File: src/rtl/seat_reservation_ctrl.sv
// Seat-reservation controller: minute clock, per-seat state/owner/deadline store,
// valid/ready command port, round-robin expiry scanner and end-of-day clear.
module seat_reservation_ctrl #(
    parameter int NUM_SEATS = 32,
    parameter int SID_W     = 32,
    parameter int TIME_W    = 11,
    parameter int DAY_LEN   = 1080,
    parameter int AWAY_MIN  = 30,
    parameter int SEAT_W    = $clog2(NUM_SEATS)
) (
    input  logic                 clk,
    input  logic                 rst_n,
    input  logic                 tick,
    input  logic                 cmd_valid,
    output logic                 cmd_ready,
    input  logic [2:0]           cmd_op,
    input  logic [SEAT_W-1:0]    cmd_seat,
    input  logic [SID_W-1:0]     cmd_sid,
    input  logic [TIME_W-1:0]    cmd_dur,
    output logic                 rsp_valid,
    output logic [2:0]           rsp_status,
    output logic [TIME_W-1:0]    time_out,
    output logic [NUM_SEATS-1:0] occupied_mask,
    output logic                 expire_valid,
    output logic [SEAT_W-1:0]    expire_seat
);

    localparam logic [1:0] ST_FREE = 2'd0;
    localparam logic [1:0] ST_RES  = 2'd1;
    localparam logic [1:0] ST_AWAY = 2'd2;
    localparam logic [1:0] ST_BAN  = 2'd3;

    localparam logic [2:0] OP_RESERVE = 3'd0;
    localparam logic [2:0] OP_EXTEND  = 3'd1;
    localparam logic [2:0] OP_AWAY    = 3'd2;
    localparam logic [2:0] OP_RETURN  = 3'd3;
    localparam logic [2:0] OP_RELEASE = 3'd4;
    localparam logic [2:0] OP_BAN     = 3'd5;
    localparam logic [2:0] OP_UNBAN   = 3'd6;

    localparam logic [2:0] RS_OK     = 3'd0;
    localparam logic [2:0] RS_BUSY   = 3'd1;
    localparam logic [2:0] RS_OWNER  = 3'd2;
    localparam logic [2:0] RS_BANNED = 3'd3;
    localparam logic [2:0] RS_STATE  = 3'd4;
    localparam logic [2:0] RS_RANGE  = 3'd5;

    localparam logic [TIME_W-1:0] LAST_MIN  = TIME_W'(DAY_LEN - 1);
    localparam logic [TIME_W-1:0] AWAY_T    = TIME_W'(AWAY_MIN);
    localparam logic [SEAT_W:0]   SEAT_LIM  = (SEAT_W + 1)'(NUM_SEATS);
    localparam logic [SEAT_W-1:0] LAST_SEAT = SEAT_W'(NUM_SEATS - 1);

    // Minute addition that never runs past the last minute of the day.
    function automatic logic [TIME_W-1:0] sat_add(input logic [TIME_W-1:0] a,
                                                  input logic [TIME_W-1:0] b);
        logic [TIME_W:0] sum;
        sum = {1'b0, a} + {1'b0, b};
        if (sum > {1'b0, LAST_MIN}) begin
            sat_add = LAST_MIN;
        end else begin
            sat_add = sum[TIME_W-1:0];
        end
    endfunction

    logic [1:0]           state_q   [NUM_SEATS];
    logic [1:0]           state_d   [NUM_SEATS];
    logic [SID_W-1:0]     owner_q   [NUM_SEATS];
    logic [SID_W-1:0]     owner_d   [NUM_SEATS];
    logic [TIME_W-1:0]    dl_q      [NUM_SEATS];
    logic [TIME_W-1:0]    dl_d      [NUM_SEATS];
    logic [TIME_W-1:0]    away_dl_q [NUM_SEATS];
    logic [TIME_W-1:0]    away_dl_d [NUM_SEATS];

    logic [TIME_W-1:0]    time_q, time_d;
    logic [SEAT_W-1:0]    scan_q, scan_d;
    logic                 rsp_valid_q, rsp_valid_d;
    logic [2:0]           rsp_status_q, rsp_status_d;
    logic                 exp_valid_q, exp_valid_d;
    logic [SEAT_W-1:0]    exp_seat_q, exp_seat_d;
    logic [NUM_SEATS-1:0] occ_q, occ_d;

    logic                 day_end_s;
    logic                 accept_s;
    logic                 seat_ok_s;
    logic                 dur_op_s;
    logic                 owner_ok_s;
    logic [1:0]           tgt_state_s;
    logic [TIME_W-1:0]    tgt_dl_s;
    logic [2:0]           status_s;
    logic [TIME_W-1:0]    res_dl_s;
    logic [TIME_W-1:0]    ext_dl_s;
    logic [TIME_W-1:0]    away_lim_s;
    logic [TIME_W-1:0]    away_dl_s;
    logic                 scan_due_s;
    logic                 scan_skip_s;

    // Minute counter; the last tick of the day wraps to zero and blocks commands.
    always_comb begin
        day_end_s = tick && (time_q == LAST_MIN);
        if (day_end_s) begin
            time_d = '0;
        end else if (tick) begin
            time_d = time_q + TIME_W'(1);
        end else begin
            time_d = time_q;
        end
        accept_s = cmd_valid && !day_end_s;
    end

    assign cmd_ready = !day_end_s;

    // Command decode: range check first, then per-op state/ownership rules.
    always_comb begin
        seat_ok_s = ({1'b0, cmd_seat} < SEAT_LIM);
        dur_op_s  = (cmd_op == OP_RESERVE) || (cmd_op == OP_EXTEND);
        if (seat_ok_s) begin
            tgt_state_s = state_q[cmd_seat];
            owner_ok_s  = (owner_q[cmd_seat] == cmd_sid);
            tgt_dl_s    = dl_q[cmd_seat];
        end else begin
            tgt_state_s = ST_FREE;
            owner_ok_s  = 1'b0;
            tgt_dl_s    = '0;
        end

        if (!seat_ok_s || (dur_op_s && (cmd_dur == '0))) begin
            status_s = RS_RANGE;
        end else begin
            case (cmd_op)
                OP_RESERVE: begin
                    if (tgt_state_s == ST_BAN)       status_s = RS_BANNED;
                    else if (tgt_state_s != ST_FREE) status_s = RS_BUSY;
                    else                             status_s = RS_OK;
                end
                OP_EXTEND, OP_AWAY: begin
                    if (tgt_state_s == ST_BAN)       status_s = RS_BANNED;
                    else if (tgt_state_s != ST_RES)  status_s = RS_STATE;
                    else if (!owner_ok_s)            status_s = RS_OWNER;
                    else                             status_s = RS_OK;
                end
                OP_RETURN: begin
                    if (tgt_state_s == ST_BAN)       status_s = RS_BANNED;
                    else if (tgt_state_s != ST_AWAY) status_s = RS_STATE;
                    else if (!owner_ok_s)            status_s = RS_OWNER;
                    else                             status_s = RS_OK;
                end
                OP_RELEASE: begin
                    if (tgt_state_s == ST_BAN)       status_s = RS_BANNED;
                    else if (tgt_state_s == ST_FREE) status_s = RS_STATE;
                    else if (!owner_ok_s)            status_s = RS_OWNER;
                    else                             status_s = RS_OK;
                end
                OP_BAN: begin
                    status_s = RS_OK;
                end
                OP_UNBAN: begin
                    if (tgt_state_s == ST_BAN)       status_s = RS_OK;
                    else                             status_s = RS_STATE;
                end
                default: begin
                    status_s = RS_STATE;
                end
            endcase
        end

        res_dl_s   = sat_add(time_q, cmd_dur);
        ext_dl_s   = sat_add(tgt_dl_s, cmd_dur);
        away_lim_s = sat_add(time_q, AWAY_T);
        if (away_lim_s < tgt_dl_s) begin
            away_dl_s = away_lim_s;
        end else begin
            away_dl_s = tgt_dl_s;
        end
    end

    // Scanner check for the seat under the pointer; an accepted command on it wins.
    always_comb begin
        case (state_q[scan_q])
            ST_RES:  scan_due_s = (dl_q[scan_q] <= time_q);
            ST_AWAY: scan_due_s = (away_dl_q[scan_q] <= time_q);
            default: scan_due_s = 1'b0;
        endcase
        scan_skip_s = day_end_s || (accept_s && seat_ok_s && (cmd_seat == scan_q));
        if (scan_q == LAST_SEAT) begin
            scan_d = '0;
        end else begin
            scan_d = scan_q + SEAT_W'(1);
        end
    end

    // Next seat table: expiry, then the accepted command, then the daily clear.
    always_comb begin
        for (int i = 0; i < NUM_SEATS; i++) begin
            state_d[i]   = state_q[i];
            owner_d[i]   = owner_q[i];
            dl_d[i]      = dl_q[i];
            away_dl_d[i] = away_dl_q[i];
        end

        if (scan_due_s && !scan_skip_s) begin
            state_d[scan_q] = ST_FREE;
            exp_valid_d     = 1'b1;
            exp_seat_d      = scan_q;
        end else begin
            exp_valid_d     = 1'b0;
            exp_seat_d      = exp_seat_q;
        end

        if (accept_s && (status_s == RS_OK)) begin
            case (cmd_op)
                OP_RESERVE: begin
                    state_d[cmd_seat] = ST_RES;
                    owner_d[cmd_seat] = cmd_sid;
                    dl_d[cmd_seat]    = res_dl_s;
                end
                OP_EXTEND: begin
                    dl_d[cmd_seat] = ext_dl_s;
                end
                OP_AWAY: begin
                    state_d[cmd_seat]   = ST_AWAY;
                    away_dl_d[cmd_seat] = away_dl_s;
                end
                OP_RETURN: begin
                    state_d[cmd_seat] = ST_RES;
                end
                OP_RELEASE, OP_UNBAN: begin
                    state_d[cmd_seat] = ST_FREE;
                end
                OP_BAN: begin
                    state_d[cmd_seat]   = ST_BAN;
                    owner_d[cmd_seat]   = '0;
                    dl_d[cmd_seat]      = '0;
                    away_dl_d[cmd_seat] = '0;
                end
                default: begin
                    state_d[cmd_seat] = state_q[cmd_seat];
                end
            endcase
        end else begin
            rsp_status_d = rsp_status_q;
        end

        if (day_end_s) begin
            for (int i = 0; i < NUM_SEATS; i++) begin
                if ((state_q[i] == ST_RES) || (state_q[i] == ST_AWAY)) begin
                    state_d[i] = ST_FREE;
                end else begin
                    state_d[i] = state_q[i];
                end
            end
        end else begin
            occ_d = '0;
        end

        for (int i = 0; i < NUM_SEATS; i++) begin
            occ_d[i] = (state_d[i] == ST_RES) || (state_d[i] == ST_AWAY);
        end

        rsp_valid_d = accept_s;
        if (accept_s) begin
            rsp_status_d = status_s;
        end else begin
            rsp_status_d = rsp_status_q;
        end
    end

    // State and output registers.
    always_ff @(posedge clk or negedge rst_n) begin
        if (!rst_n) begin
            for (int i = 0; i < NUM_SEATS; i++) begin
                state_q[i]   <= ST_FREE;
                owner_q[i]   <= '0;
                dl_q[i]      <= '0;
                away_dl_q[i] <= '0;
            end
            time_q       <= '0;
            scan_q       <= '0;
            rsp_valid_q  <= 1'b0;
            rsp_status_q <= 3'd0;
            exp_valid_q  <= 1'b0;
            exp_seat_q   <= '0;
            occ_q        <= '0;
        end else begin
            for (int i = 0; i < NUM_SEATS; i++) begin
                state_q[i]   <= state_d[i];
                owner_q[i]   <= owner_d[i];
                dl_q[i]      <= dl_d[i];
                away_dl_q[i] <= away_dl_d[i];
            end
            time_q       <= time_d;
            scan_q       <= scan_d;
            rsp_valid_q  <= rsp_valid_d;
            rsp_status_q <= rsp_status_d;
            exp_valid_q  <= exp_valid_d;
            exp_seat_q   <= exp_seat_d;
            occ_q        <= occ_d;
        end
    end

    assign rsp_valid     = rsp_valid_q;
    assign rsp_status    = rsp_status_q;
    assign time_out      = time_q;
    assign occupied_mask = occ_q;
    assign expire_valid  = exp_valid_q;
    assign expire_seat   = exp_seat_q;

endmodule

File: config.mk
export PLATFORM = sky130hd
export DESIGN_NAME = seat_reservation_ctrl
export DESIGN_NICKNAME = d
export VERILOG_FILES = /design/src/rtl/seat_reservation_ctrl.sv
export SDC_FILE = /design/constraint.sdc
export NUM_CORES = 2
export LEC_CHECK = 0
export BUFFER_PORTS_ARGS = -buffer_cell sky130_fd_sc_hd__buf_4
export CAP_MARGIN = 10
export CORE_UTILIZATION = 40
export DETAILED_ROUTE_END_ITERATION = 12
export HOLD_SLACK_MARGIN = 0.15
export MAX_ROUTING_LAYER = met4
export PLACE_DENSITY = 0.59
export SLEW_MARGIN = 20
export SYNTH_ARGS = -nofsm -noshare
export SYNTH_HDL_FRONTEND = slang
export SYNTH_SLANG_ARGS = --single-unit
export TNS_END_PERCENT = 20
File: constraint.sdc
create_clock -name clk -period 14.2 [get_ports clk]
set_input_delay 2.13 -clock clk [delete_from_list [all_inputs] [get_ports clk]]
set_output_delay 2.13 -clock clk [all_outputs]
set_load 0.1 [all_outputs]
### Word level (Yosys, flattened, before mapping)

Cells that the tools add are included.

* register bits: 1850
* bits in latches: 0
* memory bits (writable): 0
* ROM bits: 0
* bits of input ports: 55
* logic and storage cells: 493
* memories kept: 0

* $add $sub $neg: 5
* $mul: 0
* divide/modulo/power cells: 0
* magnitude comparators: 10
* equality and inequality tests: 143
* shift-type cells: 0
* muxes and demuxes: 91
* bitwise logic cells: 18
* reductions and logical operators: 91

Operator list (number)
* 1024-bit case mux with 2 select lines: 1
* 352-bit bitwise mux: 3
* 352-bit case mux with 3 select lines: 1
* 1024-bit bitwise AND: 1
* 1024-bit bitwise mux: 1
* 1024-bit NOT: 1
* 352-bit bitwise AND: 2
* 352-bit case mux with 2 select lines: 1
* 352-bit NOT: 1
* 64-bit case mux with 5 select lines: 1
* 64-bit 2-to-1 mux: 3
* 11-bit binary-select mux with 5-bit select: 3
* 32-bit binary-select mux with 5-bit select: 1
* 32-bit demux with 5-bit select: 1
* 11-bit 2-to-1 mux: 13
* 2-bit == test, second input constant: 66
* 2-bit by 1-bit == test with 1-bit output, second input constant: 65
* 64-bit bitwise AND: 2
* 64-bit NOT: 2
* 32-bit 2-to-1 mux: 3
* 2-bit 2-to-1 mux: 40
* 1-bit logical OR: 66
* 32-bit bitwise AND: 2
* 64-bit bitwise mux: 1
* other kinds (39): 77

### Longest topological paths before layout

* depth in word-level cells: 16
* gate-level depth with buffers: 24
* mapped depth without buffers: 19

### Worst setup path after synthesis

No wires, ideal clock.

* path type: input to register
* from: input cmd_seat[0]
* to: register dl_q[108] in the netlist's numbering
* data arrival time: 7747 ps
* required time: 14072 ps
* setup slack: 6325 ps
* stages on the path: 22
* path through: buf_4 buf_4 buf_6 buf_2 clkbuf_1 buf_1 mux4_2 a22oi_1 nand4_1 fa_1 a21o_1 a21oi_1 o21bai_1 a21oi_1 o21ai_0 a2111oi_0 a311oi_1 a41oi_1 nor2_1 a2bb2o_1 clkbuf_1 mux2_1

* longest elaborated chain between the ends: 13
* elaborated cells on any way between the ends: 44
* those cells by class: add/sub: 1; order compare: 3; eq/ne: 4; mux: 27; bitwise: 3; reduce/logical: 6

RTL lines
* start: declaration: line 17 `input logic [SEAT_W-1:0] cmd_seat,`
* 5-bit NOT with 6-bit output (not written as such) (*)
* branches (longest 12 deep; another with 11-bit by 11-bit adder with 12-bit output)
* end signal: indexed assignment: line 287 `dl_q[i] <= dl_d[i];`
* end: declaration: line 69 `logic [TIME_W-1:0] dl_q [NUM_SEATS];`

Every way passes the cells marked *. The select of a mux whose other input is x is not followed.
A chain may end at the register's enable or synchronous reset.

### Final worst setup path

* from: input cmd_seat[0]
* to: register dl_q[281] in the netlist's numbering

Same word-level chain as after synthesis.

==> results.sh <==
export IMPL_cp_start_kind="primary input"
export IMPL_num_fill_cells=20200
export IMPL_cts_resized=0
export IMPL_vias_per_cell=6.09
export IMPL_fin_crit_ns=9.21
export IMPL_first_global_vias=65500
export IMPL_area_delta_synth_final_pct=11.1
export IMPL_period_share_pct=64.9
export IMPL_p_sw_uw=3870
export IMPL_drtAntennaViolNets=0
export IMPL_grt_use_total_pct=27.7
export IMPL_ctsHoldBuffers=0
export IMPL_gp_congestion=0.914
export IMPL_cts_root_buf="clkbuf_16"
export IMPL_yosysWarnings=0
export IMPL_maxCapViolations=0
export IMPL_hold_viol=0
export IMPL_ir_worst_vdd_mv=0.157
export IMPL_seqPwrFrac_pct=44.7
export IMPL_critical_path_arrival_ns=9.94
export IMPL_slew_viol_final=0
export IMPL_grt_pass1_wl_um=447000
export IMPL_ys_flop_type="dfrtp_1"
export IMPL_synth_area_sq_um=88500
export IMPL_wl_per_cell_um=27.4
export IMPL_setup_viol=0
export IMPL_clk_path_buf_depth=3
export IMPL_crit_chain="clkbuf_8 -> buf_4 -> nand4bb_4 -> buf_4 -> o22ai_1 -> or4_1 -> or4_1 -> a211oi_1 -> nand4_1 -> nor4b_4 -> buf_4 -> o21a_1 -> and3_2 -> nand2_1 -> mux2_1"
export IMPL_min_path_type="reg -> reg"
export IMPL_drt_iter0_drc=7116
export IMPL_power_frac_clock_pct=40.5
export IMPL_clk_latency_ns=0.89
export IMPL_dpl_hpwl_um=175000
export IMPL_postCtsSetupBuffers=0
export IMPL_worst_slew_pin_slew_ns=1.19
export IMPL_pre_cts_slack_ns=4.30
export IMPL_p_leak_uw=0.0441
export IMPL_fmax_mhz=109
export IMPL_synth_edf_count=0
export IMPL_rsz0062_at_grt="false"
export IMPL_path_common_cell="buf_4"
export IMPL_htreeDepth=4
export IMPL_grt_overflow_total=0
export IMPL_nNetsFinal=8004
export IMPL_p_sw_share_pct=29.3
export IMPL_synth_area_per_cell_sq_um=10.7
export IMPL_core_area_sq_um=220000
export IMPL_cp_top_family="simple AND/OR/NAND/NOR gates"
export IMPL_io_pins=109
export IMPL_syn_inst=8267
export IMPL_clk_pin_slew_worst_paths_ns=0.06
export IMPL_dieWidth_um=472
export IMPL_internal_power_uw=9340
export IMPL_drc=0
export IMPL_skew_ns=0.0842
export IMPL_numCtsBuffers=198
export IMPL_ys_ff_latch=1850
export IMPL_slew_headroom_pct=20.8
export IMPL_grt_max_degree=290
export IMPL_wl_um=302000
export IMPL_drt_first_pass_iters=6
export IMPL_io_buffers=108
export IMPL_critPathMaxStageDelay_ns=0.83
export IMPL_endpoint_kind="flip-flop"
export IMPL_cp_required_ns=14.93
export IMPL_critical_path_class="in -> reg"
export IMPL_dieHeight_um=472
export IMPL_die_area_sq_um=223000
export IMPL_start_util_pct=40.3
export IMPL_layout_drive_gt1_share_pct=12.8
export IMPL_path_buf_inv=4
export IMPL_combPwrFrac_pct=14.8
export IMPL_cts_tree="yes"
export IMPL_tns_ns=0
export IMPL_ys_types=72
export IMPL_seq_area_frac_synth_pct=52.3
export IMPL_status="complete, no violations"
export IMPL_synthArstFlopShare_pct=100
export IMPL_antenna_found_initial=14
export IMPL_synth_nets=8389
export IMPL_row_count=172
export IMPL_vias=67000
export IMPL_setup_ws_ns=4.99
export IMPL_p_per_area_nw_per_um2=134
export IMPL_cp_max_fo=46
export IMPL_slowest_stage="a211oi_1"
export IMPL_cts_num_sinks=1850
logic make-up after synthesis:
group | count (synthesis) | synth area share, %
buf+inv | 858 | 3.89
fa+ha+maj | 68 | 0.975
simple gates | 1727 | 8.32
mux | 1213 | 18.4
xor+xnor | 37 | 0.366
flops | 1850 | 52.3
compound gates | 2514 | 15.7
layout make-up:
class                           instances  area, sq um  share of cell area (%)
Antenna cell                            8         20.0                  0.0204
Clock buffer                          302         6010                    6.11
Clock inverter                         63          779                   0.793
Inverter                               48          180                   0.183
Multi-Input combinational cell       5559        39400                    40.1
Sequential cell                      1850        46300                    47.1
Tap cell                             2958         3700                    3.76
Timing Repair Buffer                  225         1920                    1.95
cell usage in the layout (no fill, tap or decap), drive strengths merged, types with 12 or more instances in the layout:
cell    synthesis  layout
clkbuf        646     303
clkinv          0      46
o21a           12      12
a21oi          48      48
nand4          41      41
mux2          391     391
buf           164     224
o211ai         41      41
o21ai        1815    1815
and2           38      38
nor2          142     142
a22o           43      43
nor4           75      75
and3           31      31
mux2i         526     526
dfrtp        1850    1850
nand3          55      55
a22oi         120     120
mux4          296     296
o22ai         305     305
nor3           15      15
xnor2          29      29
o31ai          39      39
a21boi         34      34
nand2        1252    1252
inv            48      50
ha             65      65
power groups by stage:
| stage | clock network [uW] | registers (uW) | logic, uW |
|---|---|---|---|
| floorplan | 0 | 6180 | 1020 |
| global placement | 0 | 5970 | 1890 |
| detailed placement | 0 | 5990 | 1930 |
| CTS | 5410 | 5900 | 1940 |
| global route | 5630 | 5940 | 2090 |
| finish | 5350 | 5900 | 1950 |
tightest hold or removal path, delay by kind of cell, from the launching register on:
kind / cells / cell delay, ns
and+or+nand+nor: 1 / 0.04
AOI/OAI and AO/OA: 1 / 0.06
DFF: 1 / 0.34
flip-flops by register name, indices dropped and copies added (netlist names):
| name | cells |
|---|---|
| time_out | 11 |
| dl_q | 352 |
| occupied_mask | 32 |
| expire_valid | 1 |
| away_dl_q | 352 |
| rsp_valid | 1 |
| state_q | 64 |
| owner_q | 1024 |
| expire_seat | 5 |
| rsp_status | 3 |
| scan_q | 5 |
Yosys cell counts (all sizes together), types with 65 or more instances:
| master | instances | share of area, % |
|---|---|---|
| dfrtp | 1850 | 52 |
| o22ai | 305 | 2.2 |
| o21ai | 1815 | 10 |
| a22oi | 120 | 1.0 |
| buf | 164 | 0.95 |
| mux2i | 526 | 5.9 |
| ha | 65 | 0.92 |
| mux4 | 296 | 7.5 |
| nor2 | 142 | 0.60 |
| clkbuf | 646 | 2.7 |
| nand2 | 1252 | 5.3 |
| mux2 | 391 | 5.0 |
| nor4 | 75 | 0.53 |
routing by layer:
layer / share of wire (%) / vias to the layer above / GRT usage (%)
met5: 0 / - / -
met4: 4.6 / 0 / 12.0
met3: 8.3 / 701 / 4.99
met2: 45 / 3098 / 41.2
met1: 42 / 34200 / 37.0
li1: - / 29000 / -
stage by stage:
step	total power, uW	util [%]	instances	cell area [sq um]	hold WS (ns)
global placement	7860	41.6	10600	91500	0.460
finish	13200	44.8	11000	98400	0.476
CTS	13200	44.7	11000	98300	0.481
global route	13700	44.8	11000	98400	0.493
floorplan	7190	-	8267	88500	0.449
detailed placement	7920	41.7	10600	91500	0.469
worst paths after layout:
path	start	endpoint	slack, ns	depth (start not counted)
worst max-delay path	cmd_seat[0]	dl_q[281]$_DFFE_PN0P_	4.99	15
worst min-delay path	owner_q[463]$_DFFE_PN0P_	owner_q[463]$_DFFE_PN0P_	0.48	2
worst max register to register	scan_q[1]$_DFF_PN0_	occupied_mask[31]$_DFF_PN0_	6.93	19
worst min register to register	owner_q[463]$_DFFE_PN0P_	owner_q[463]$_DFFE_PN0P_	0.48	2
max in group asynchronous	rst_n	owner_q[725]$_DFFE_PN0P_	9.76	4
min in group asynchronous	rst_n	away_dl_q[285]$_DFFE_PN0P_	1.24	1
(Power assumes the default switching activity.)
